--- src/rtl/bht_predictor_if.sv ---
// bht_predictor_if
//   Lookup and resolve bundle between the pipeline and the branch history
//   table.
//   master : the pipeline. It drives the lookup PC and the resolve strobe,
//            PC, captured history and outcome.
//   slave  : the predictor. It returns the prediction, the raw counter and
//            the history used for the lookup.
//   Signals:
//     lookup_pc_i    PC of the branch in ID
//     predict_o      1 = predict taken
//     counter_o      raw counter at the lookup index
//     hist_o         global history used for this lookup
//     update_i       one-cycle strobe: a branch resolved
//     update_pc_i    PC of the resolved branch
//     update_hist_i  hist_o captured at lookup time
//     result_i       actual outcome, 1 = taken
interface bht_predictor_if #(
  parameter int CNT_W  = 2,
  parameter int HIST_W = 4
);
  logic [31:0]       lookup_pc_i;
  logic              predict_o;
  logic [CNT_W-1:0]  counter_o;
  logic [HIST_W-1:0] hist_o;
  logic              update_i;
  logic [31:0]       update_pc_i;
  logic [HIST_W-1:0] update_hist_i;
  logic              result_i;

  modport master (
    output lookup_pc_i, update_i, update_pc_i, update_hist_i, result_i,
    input  predict_o, counter_o, hist_o
  );

  modport slave (
    input  lookup_pc_i, update_i, update_pc_i, update_hist_i, result_i,
    output predict_o, counter_o, hist_o
  );
endinterface

--- src/rtl/bht_predictor.sv ---
// bht_predictor
//   Branch history table of ENTRIES saturating counters (CNT_W bits each),
//   indexed by pc[IDX_W+1:2]. Lookup is combinational. The addressed
//   counter is trained one step toward the outcome on each resolve strobe.
//   Optional gshare mode (macro BHT_GSHARE_EN) XORs a global history
//   register into both the lookup index and the update index.
//   Ports:
//     clk_i  clock, rising edge
//     rst_i  synchronous active-high reset. It loads RESET_VAL into every
//            counter and clears the history.
//     bus    bht_predictor_if.slave (lookup / update bundle)
module bht_predictor #(
  parameter int               ENTRIES   = 64,
  parameter int               CNT_W     = 2,
  parameter logic [CNT_W-1:0] RESET_VAL = '1,
  parameter int               HIST_W    = 4
) (
  input logic           clk_i,
  input logic           rst_i,
  bht_predictor_if.slave bus
);
  localparam int               IDX_W   = $clog2(ENTRIES);
  localparam logic [CNT_W-1:0] CNT_MAX = '1;

  // One saturating step: up toward CNT_MAX or down toward zero, never wraps.
  function automatic logic [CNT_W-1:0] sat_step(input logic [CNT_W-1:0] cnt,
                                                 input logic            up);
    logic [CNT_W-1:0] res;
    res = cnt;
    if (up) begin
      if (cnt != CNT_MAX) res = cnt + CNT_W'(1);
    end else begin
      if (cnt != '0) res = cnt - CNT_W'(1);
    end
    return res;
  endfunction

  logic [CNT_W-1:0] table_q [ENTRIES];
  logic [IDX_W-1:0] lpc_idx;
  logic [IDX_W-1:0] upc_idx;
  logic [IDX_W-1:0] lidx;
  logic [IDX_W-1:0] uidx;

  // Word-aligned base index. Bits 1:0 and the bits above the index alias.
  assign lpc_idx = bus.lookup_pc_i[IDX_W+1:2];
  assign upc_idx = bus.update_pc_i[IDX_W+1:2];

`ifdef BHT_GSHARE_EN
  logic [HIST_W-1:0] ghr;

  // Shift in each accepted outcome. A plain shift also covers HIST_W = 1.
  always_ff @(posedge clk_i) begin
    if (rst_i) begin
      ghr <= '0;
    end else if (bus.update_i) begin
      ghr <= (ghr << 1) | HIST_W'(bus.result_i);
    end
  end

  assign bus.hist_o = ghr;
  // HIST_W <= IDX_W, so the history is zero-extended into the index.
  assign lidx = lpc_idx ^ IDX_W'(ghr);
  // Train with the history captured at lookup time, not the current GHR.
  assign uidx = upc_idx ^ IDX_W'(bus.update_hist_i);

  logic unused_addr_bits;
  assign unused_addr_bits = ^{bus.lookup_pc_i[31:IDX_W+2], bus.lookup_pc_i[1:0],
                              bus.update_pc_i[31:IDX_W+2], bus.update_pc_i[1:0]};
`else
  assign bus.hist_o = '0;
  assign lidx       = lpc_idx;
  assign uidx       = upc_idx;

  logic unused_addr_bits;
  assign unused_addr_bits = ^{bus.lookup_pc_i[31:IDX_W+2], bus.lookup_pc_i[1:0],
                              bus.update_pc_i[31:IDX_W+2], bus.update_pc_i[1:0],
                              bus.update_hist_i};
`endif

  // Reset overrides a simultaneous update. At most one entry changes per cycle.
  always_ff @(posedge clk_i) begin
    if (rst_i) begin
      for (int i = 0; i < ENTRIES; i++) table_q[i] <= RESET_VAL;
    end else if (bus.update_i) begin
      table_q[uidx] <= sat_step(table_q[uidx], bus.result_i);
    end
  end

  // No write-to-read bypass: a same-cycle lookup sees the pre-update value.
  assign bus.counter_o = table_q[lidx];
  assign bus.predict_o = bus.counter_o[CNT_W-1];
endmodule
--- src/flat_wrapper.sv ---
// flat-port wrapper written by rule: the top's interface ports become plain ports
module bht_predictor_flat 
#(
  parameter int               ENTRIES   = 64,
  parameter int               CNT_W     = 2,
  parameter logic [CNT_W-1:0] RESET_VAL = '1,
  parameter int               HIST_W    = 4
)
  (clk_i, rst_i, bus_lookup_pc_i, bus_update_i, bus_update_pc_i, bus_update_hist_i, bus_result_i, bus_predict_o, bus_counter_o, bus_hist_o);
  bht_predictor_if #(.CNT_W(CNT_W), .HIST_W(HIST_W)) bus_i ();
  input logic clk_i;
  input logic rst_i;
  input wire logic [$bits(bus_i.lookup_pc_i)-1:0] bus_lookup_pc_i;
  input wire logic [$bits(bus_i.update_i)-1:0] bus_update_i;
  input wire logic [$bits(bus_i.update_pc_i)-1:0] bus_update_pc_i;
  input wire logic [$bits(bus_i.update_hist_i)-1:0] bus_update_hist_i;
  input wire logic [$bits(bus_i.result_i)-1:0] bus_result_i;
  output wire logic [$bits(bus_i.predict_o)-1:0] bus_predict_o;
  output wire logic [$bits(bus_i.counter_o)-1:0] bus_counter_o;
  output wire logic [$bits(bus_i.hist_o)-1:0] bus_hist_o;
  assign bus_i.lookup_pc_i = bus_lookup_pc_i;
  assign bus_i.update_i = bus_update_i;
  assign bus_i.update_pc_i = bus_update_pc_i;
  assign bus_i.update_hist_i = bus_update_hist_i;
  assign bus_i.result_i = bus_result_i;
  assign bus_predict_o = bus_i.predict_o;
  assign bus_counter_o = bus_i.counter_o;
  assign bus_hist_o = bus_i.hist_o;
  bht_predictor #(.ENTRIES(ENTRIES), .CNT_W(CNT_W), .RESET_VAL(RESET_VAL), .HIST_W(HIST_W)) u_core (.clk_i(clk_i), .rst_i(rst_i), .bus(bus_i));
endmodule
--- config.mk ---
export PLATFORM = sky130hd
export DESIGN_NAME = bht_predictor_flat
export DESIGN_NICKNAME = d
export VERILOG_FILES = /design/src/rtl/bht_predictor_if.sv /design/src/rtl/bht_predictor.sv /design/src/flat_wrapper.sv
export SDC_FILE = /design/constraint.sdc
export NUM_CORES = 1
export LEC_CHECK = 0
export CAP_MARGIN = 30
export CORE_ASPECT_RATIO = 0.8
export CORE_MARGIN = 2
export CORE_UTILIZATION = 50
export CTS_CLUSTER_SIZE = 25
export DETAILED_ROUTE_END_ITERATION = 12
export MAX_ROUTING_LAYER = met4
export PLACE_DENSITY = 0.75
export SLEW_MARGIN = 30
export SYNTH_ARGS = -nofsm -noshare
export SYNTH_HDL_FRONTEND = slang
export SYNTH_SLANG_ARGS = --single-unit
--- constraint.sdc ---
create_clock -name clk_i -period 3.6 [get_ports clk_i]
set_input_delay 0.72 -clock clk_i [delete_from_list [all_inputs] [get_ports clk_i]]
set_output_delay 0.72 -clock clk_i [all_outputs]
set_load 0.02 [all_outputs]
After elaboration in Yosys (flattened, before gate mapping)

Memories as Yosys holds them, arrays and structs flattened.
Cells that the tools add are included.

Memory bits (writable): 128
Output and inout bits: 7
Bits of input ports: 72
Memories kept: 1
Logic and storage cells: 19
Register bits after elaboration: 0

Equality and inequality tests: 1
Mux-type cells: 13
Reduce and logical (&&, ||, !) cells: 2
$add $sub $neg: 2

Memory list:

| name           | depth | width | read ports | clocked after memory_dff | write ports | RTL line            | text |
|---|---|---|---|---|---|---|---|
| u_core.table_q | 64    | 2     | 2          | 0                        | 64          | bht_predictor.sv:38 | `logic [CNT_W-1:0] table_q [ENTRIES];` |

Operator list:

| kind                  | count |
|---|---|
| $mux W2               | 6 |
| $mux W1               | 6 |
| $mux W6               | 1 |
| $add A2 B1 Y2 const B | 1 |
| $ne A2 B2 Y1 const B  | 1 |
| $reduce_bool A2 Y1    | 1 |
| $reduce_or A2 Y1      | 1 |
| $sub A2 B1 Y2 const B | 1 |

Depth between registers and ports, before layout

Gate-level depths: netlist (run 1).
An unclocked memory read counts as a cell.

Depth after elaboration: 7
Mapped depth: 12

Worst setup path after synthesis (run 1)

Ideal clock, no wire load.

Path type: in2out
Start point: input port bus_lookup_pc_i[2]
End point: output port bus_counter_o[1]
Setup slack: -0.286 ns
Buffers on the path: 3
Arrival time: 3.166 ns
Stages: 8
Path through: clkbuf_1 -> buf_1 -> mux4_2 -> mux4_2 -> nor2b_1 -> a211oi_1 -> a21oi_1 -> buf_4

Cells in the longest elaborated chain, start to end: 1

RTL lines:

| element            | RTL line           | text |
|---|---|---|
| start: declaration | flat_wrapper.sv:13 | `input wire logic [$bits(bus_i.lookup_pc_i)-1:0] bus_lookup_pc_i;` |
| $mem_v2 Z64 W2     | n/a                |  |
| end: declaration   | flat_wrapper.sv:19 | `output wire logic [$bits(bus_i.counter_o)-1:0] bus_counter_o;` |

Every way passes these cells.

Final worst setup path (run 1)

Start point: input port bus_lookup_pc_i[2]
End point: output port bus_counter_o[0]

Same word-level chain as after synthesis.

==> qor.csv, run 1 <==
metric,value,unit
wl_per_cell,24.5,um
grt_antenna_before_repair,3,
synth_most_common_cell,edfxtp_1,
path_max_fanout,15,
async_flop_share,0,
muxShareOfSynthArea,0.191,
slew_violations,0,
drive_above_1_share,0.232,
yosys_warnings,0,
port_buffers,18,
die_area,16000,um2
track_usage,0.301,
fin_nets,781,
synth_compound_area_frac,0.0946,
die_h,113,um
use_met3,0.113,
vias_per_cell,6.66,
place_hpwl,15.2,mm
synth_edf_count,128,
hold_violations,0,
grt_max_degree,67,
cts_tree,yes,
drc,0,
power_density,445,nW/um2
ys_types,47,
fin_crit,3560,ps
via_count,6058,
io_pins,79,
gr-total-overflow,0,
ys_seq_area_frac,0.514,
regMostFlops,u_core.table_q,
ctsHoldBuffers,0,
path_clk_slew,60,ps
end_kind,primary output,
final_cells,909,
fill_cells,1134,
ys_top_cells_by_area,"edfxtp_1 51%, mux4_2 14%, nand2_1 6.2%",
met2_usage,0.432,
synth_top_cells_by_count,"128 x edfxtp_1, 124 x nand2_1, 67 x nor2_1, 65 x o21ai_0, 47 x mux4_2",
netlist_area,7480,um2
grt_pass1_wl,34.2,mm
clkSinkCount,128,
reg.largest.list,u_core.table_q: 128 flops,
dp_cells,868,
ys_ff_latch,128,
synth_top_family_by_area,multiplexers,
hp-class,in2reg,
multi_input_area,3270,um2
cts_root_buffer,clkbuf_16,
syn-mean-instance-area,11.2,um2
placed_area,8190,um2
antenna_left,0,
initial_utilization,0.518,
die_x,141,um
setup-tns-final,0,ps
synth_top_area_frac,0.514,
cts_buffers,17,
fmax,0.281,GHz
dpl_worst_slack,-496,ps
synth_fa_ha_area_frac,0.00284,
slew_headroom,0.394,
rsz0062_at_grt,false,
cap_violations,0,
required,2880,ps
startpoint_type,input port,
core-area,14400,um2
h-tree-depth,4,
row_count,39,
crit_type,in2out,
drtIter0Drc,1030,
seq_area,3840,um2
wirelength,22.3,mm
finalPower,3930,uW
grt-busiest-layer,met2,
synth_flop_cell,edfxtp_1,
arrival,2840,ps
status,"complete, no violations",
synth-simple-area-share,0.147,
insertion_delay,420,ps
area_delta_synth_final,18.2,%
first_global_vias,5869,
vdd.ir_drop.worst,0.336,mV
synthXorXnorAreaFrac,0,
clockBufferDepth,2,
dr.pass1.iters,5,
skew,7.14,ps
leakagePower,0.00257,uW
routabilityCongestion,0.967,
yosys.area.top_type,edfxtp_1,
finalSetupViolCount,0,
grt_util_met1,0.396,
tightest_slew,906,ps
fin_ws,43.5,ps
post-route-period-util,0.988,
design_area,8850,um2
synth_cells,669,
largest_reg_flops,128,
[cell usage in the layout (no fill, tap or decap), drive strengths merged, types with 3 or more instances in the layout]
cell type	n
a21oi	7
a221o	7
a221oi	3
and3	5
buf	79
bufinv	4
clkbuf	18
clkdlybuf4s50	12
clkinv	8
conb	4
diode	4
edfxtp	128
inv	8
mux2	6
mux2i	30
mux4	47
nand2	124
nand2b	3
nand3	32
nand3b	3
nor2	67
nor2b	6
o211ai	3
o21ai	65
o22ai	14
o32ai	5
[report_power, final]
group	internal (uW)	total, uW	leakage (uW)	switching [uW]
logic	189	501	0.00138	312
registers	1640	1650	0.000901	5.62
clock network	1140	1780	0.000288	642
total	2970	3930	0.00257	959
[final cells by class]
cell class	instances	area share
diodes	4	0.00113
flip-flops and latches	128	0.434
repair buffers	92	0.0969
inverters	9	0.00382
clock buffers	18	0.0485
multi-input cells	461	0.370
well taps	184	0.0260
clock inverters	13	0.0192
[layer usage]
metal  vias to the layer above  share of wire
li1                       2576              -
met1                      2915           0.38
met2                       497           0.44
met3                        70           0.15
met4                         0          0.033
met5                         -              0
[worst max-delay path: stages]
cell    delay (ps)
buf_2          140
buf_12         170
buf_4          130
mux4_2         500
mux4_2         470
mux4_2         520
buf_2          180
[cell families (layout without fill, tap and decap cells)]
kind of cell,after synthesis,count (layout)
AND/OR/NAND/NOR,256,256
flip-flops,128,128
AO/OA/AOI/OAI,116,116
multiplexers,83,83
buffers and inverters,83,132
adder cells (fa/ha/maj),2,2
other,1,8
[repair_timing]
action | in CTS | in global routing
setup endpoints to repair | 3 | 2
gates resized for setup | 13 | 3
setup buffers | 0 | 5
cloned | 1 | 0
[per-stage QoR]
stage | util | hold WS [ps]
finish | 0.613 | 1150
global route | 0.613 | 1180
CTS | 0.611 | 1120
detailed placement | 0.567 | 1500
global placement | 0.567 | 1490
floorplan | - | 1030
[path summary, 6_finish.rpt]
check | startpoint | to | slack (ps) | depth (start not counted)
max | bus_lookup_pc_i[2] | bus_counter_o[0] | 40 | 7
max reg2reg | u_core.table_q[58][0] | u_core.table_q[8][0] | 820 | 8
min | bus_update_i | u_core.table_q[6][1] | 1150 | 4
min reg2reg | u_core.table_q[28][0] | u_core.table_q[37][1] | 1510 | 7
(Power assumes the default switching activity.)
==> run 2: changes to the inputs <==
--- a/config.mk
+++ b/config.mk
@@ -8,11 +8,11 @@
 export CAP_MARGIN = 30
 export CORE_ASPECT_RATIO = 0.8
 export CORE_MARGIN = 2
-export CORE_UTILIZATION = 50
+export CORE_UTILIZATION = 42
 export CTS_CLUSTER_SIZE = 25
 export DETAILED_ROUTE_END_ITERATION = 12
 export MAX_ROUTING_LAYER = met4
-export PLACE_DENSITY = 0.75
+export PLACE_DENSITY = 0.64
 export SLEW_MARGIN = 30
 export SYNTH_ARGS = -nofsm -noshare
 export SYNTH_HDL_FRONTEND = slang
==> run 2 against run 1 <==
Compared with the run above:
- design area grew 0.14%
- combinational power about the same
- hold slack got worse by 29 ps
- flip-flop and latch count unchanged
- critical endpoint unchanged
- largest power group unchanged
- clock power down 4%
- maximum frequency is 0.67% higher
- wire length increased by 1.9%
- cell count rose by 3.2%
- clock skew increased by 2.2 ps
- via count decreased by 1.6%
- non-clock buffer count shrank 8
- worst setup slack better by 24 ps
==> qor.csv, run 2 (same netlist as run 1, synthesis figures left out) <==
metric,value,unit,change
fin_crit,3530,ps,was 3560 ps
dr.pass1.iters,5,,unchanged
reg.largest.list,u_core.table_q: 128 flops,,unchanged
mostFrequentLayoutCells,"128 x edfxtp_1, 124 x nand2_1, 67 x nor2_1, 65 x o21ai_0, 51 x buf_4",,"was 128 x edfxtp_1, 124 x nand2_1, 67 x nor2_1, 65 x o21ai_0, 63 x buf_4"
initial_utilization,0.431,,was 0.518
post-route-period-util,0.981,,was 0.988
track_usage,0.256,,was 0.301
grt_max_degree,43,,was 67
fmax,0.283,GHz,was 0.281 GHz
drtIter0Drc,759,,"was 1,030"
die_area,18900,um2,"was 16,000 um2"
drc,0,,unchanged
tightest_slew,915,ps,was 906 ps
routabilityCongestion,1.00,,was 0.967
drive_above_1_share,0.224,,was 0.232
cts_root_buffer,clkbuf_16,,unchanged
h-tree-depth,4,,unchanged
cap_violations,0,,unchanged
regMostFlops,u_core.table_q,,unchanged
die_x,153,um,was 141 um
area_delta_synth_final,18.4,%,was 18.2%
grt_pass1_wl,34.6,mm,was 34.2 mm
place_hpwl,15.6,mm,was 15.2 mm
fill_cells,1501,,"was 1,134"
vdd.ir_drop.worst,0.196,mV,was 0.336 mV
path_max_fanout,19,,was 15
first_global_vias,5865,,"was 5,869"
arrival,2810,ps,was 2840 ps
setup-tns-final,0,ps,unchanged
hold_violations,0,,unchanged
antenna_left,0,,unchanged
skew,9.36,ps,was 7.14 ps
clockBufferDepth,2,,unchanged
wl_per_cell,24.2,um,was 24.5 um
slew_headroom,0.388,,was 0.394
vias_per_cell,6.36,,was 6.66
crit_type,in2out,,unchanged
finalSetupViolCount,0,,unchanged
insertion_delay,420,ps,about the same
ctsHoldBuffers,0,,unchanged
num_antenna_cells,0,,was 4
largest_reg_flops,128,,unchanged
clkSinkCount,128,,unchanged
reg2reg_setup_slack,810,ps,was 820 ps
required,2880,ps,about the same
end_kind,primary output,,unchanged
core-area,17400,um2,"was 14,400 um2"
gr-total-overflow,0,,unchanged
row_count,43,,was 39
status,"complete, no violations",,unchanged
io_pins,79,,unchanged
leakagePower,0.00253,uW,was 0.00257 uW
startpoint_type,input port,,unchanged
hp-class,in2reg,,unchanged
cts_tree,yes,,unchanged
rsz0062_at_grt,false,,unchanged
via_count,5963,,"was 6,058"
fin_nets,773,,was 781
slew_violations,0,,unchanged
cts_buffers,17,,unchanged
fin_hold_ws,1120,ps,was 1150 ps
port_buffers,18,,unchanged
dp_cells,904,,was 868
die_h,123,um,was 113 um
power_density,435,nW/um2,was 445 nW/um2
final_common_cell,edfxtp_1,,unchanged
grt_antenna_before_repair,0,,was 3
wirelength,22.7,mm,was 22.3 mm
path_clk_slew,60,ps,about the same
final_cells,938,,was 909
## run 2: path summary, 6_finish.rpt
check                   startpoint               endpoint  depth (start not counted)
max             bus_lookup_pc_i[2]       bus_counter_o[0]                          6
min             bus_update_pc_i[4]   u_core.table_q[7][1]                          5
max reg2reg  u_core.table_q[36][1]  u_core.table_q[34][1]                          8
min reg2reg  u_core.table_q[25][1]  u_core.table_q[19][1]                          7
## run 2: routing by layer
layer  vias up  GRT usage  share of wire
li1       2548          -              -
met1      2952      0.327           0.40
met2       397      0.388           0.45
met3        66     0.0743           0.11
met4         0      0.109          0.037
met5         -          -              0
## run 2: cell type report
type | count | area, um2 | share of cell area
multi-input cells | 461 | 3280 | 0.370
well taps | 225 | 282 | 0.0318
repair buffers | 84 | 847 | 0.0956
clock buffers | 18 | 429 | 0.0484
inverters | 9 | 33.8 | 0.00381
flip-flops and latches | 128 | 3840 | 0.434
clock inverters | 13 | 146 | 0.0165
## run 2: stage by stage
stage / setup WS (ps) / util / power (uW) / instance area (um2)
final: 67.2 / 0.510 / 3860 / 8860
after global routing: 12.1 / 0.510 / 3950 / 8860
after CTS: 62.4 / 0.510 / 3850 / 8860
after detailed placement: -520 / 0.475 / 2160 / 8250
after global placement: -514 / 0.475 / 2160 / 8250
after floorplan: 72.8 / - / 1970 / 7500
## run 2: worst max-delay path: stages
cell and delay (ps):
buf_2 140, buf_12 190, mux4_2 550, mux4_2 500, mux4_2 510, buf_2 180
## run 2: repair_timing
item,in CTS,in global routing
setup buffers,2,0
setup endpoints to repair,3,2
cloned,1,0
resized for setup,16,1
## run 2: power breakdown
group	total, uW	switching, uW	internal, uW
sequential	1650	5.68	1640
combinational	502	310	192
clock	1700	633	1070
total	3860	949	2910
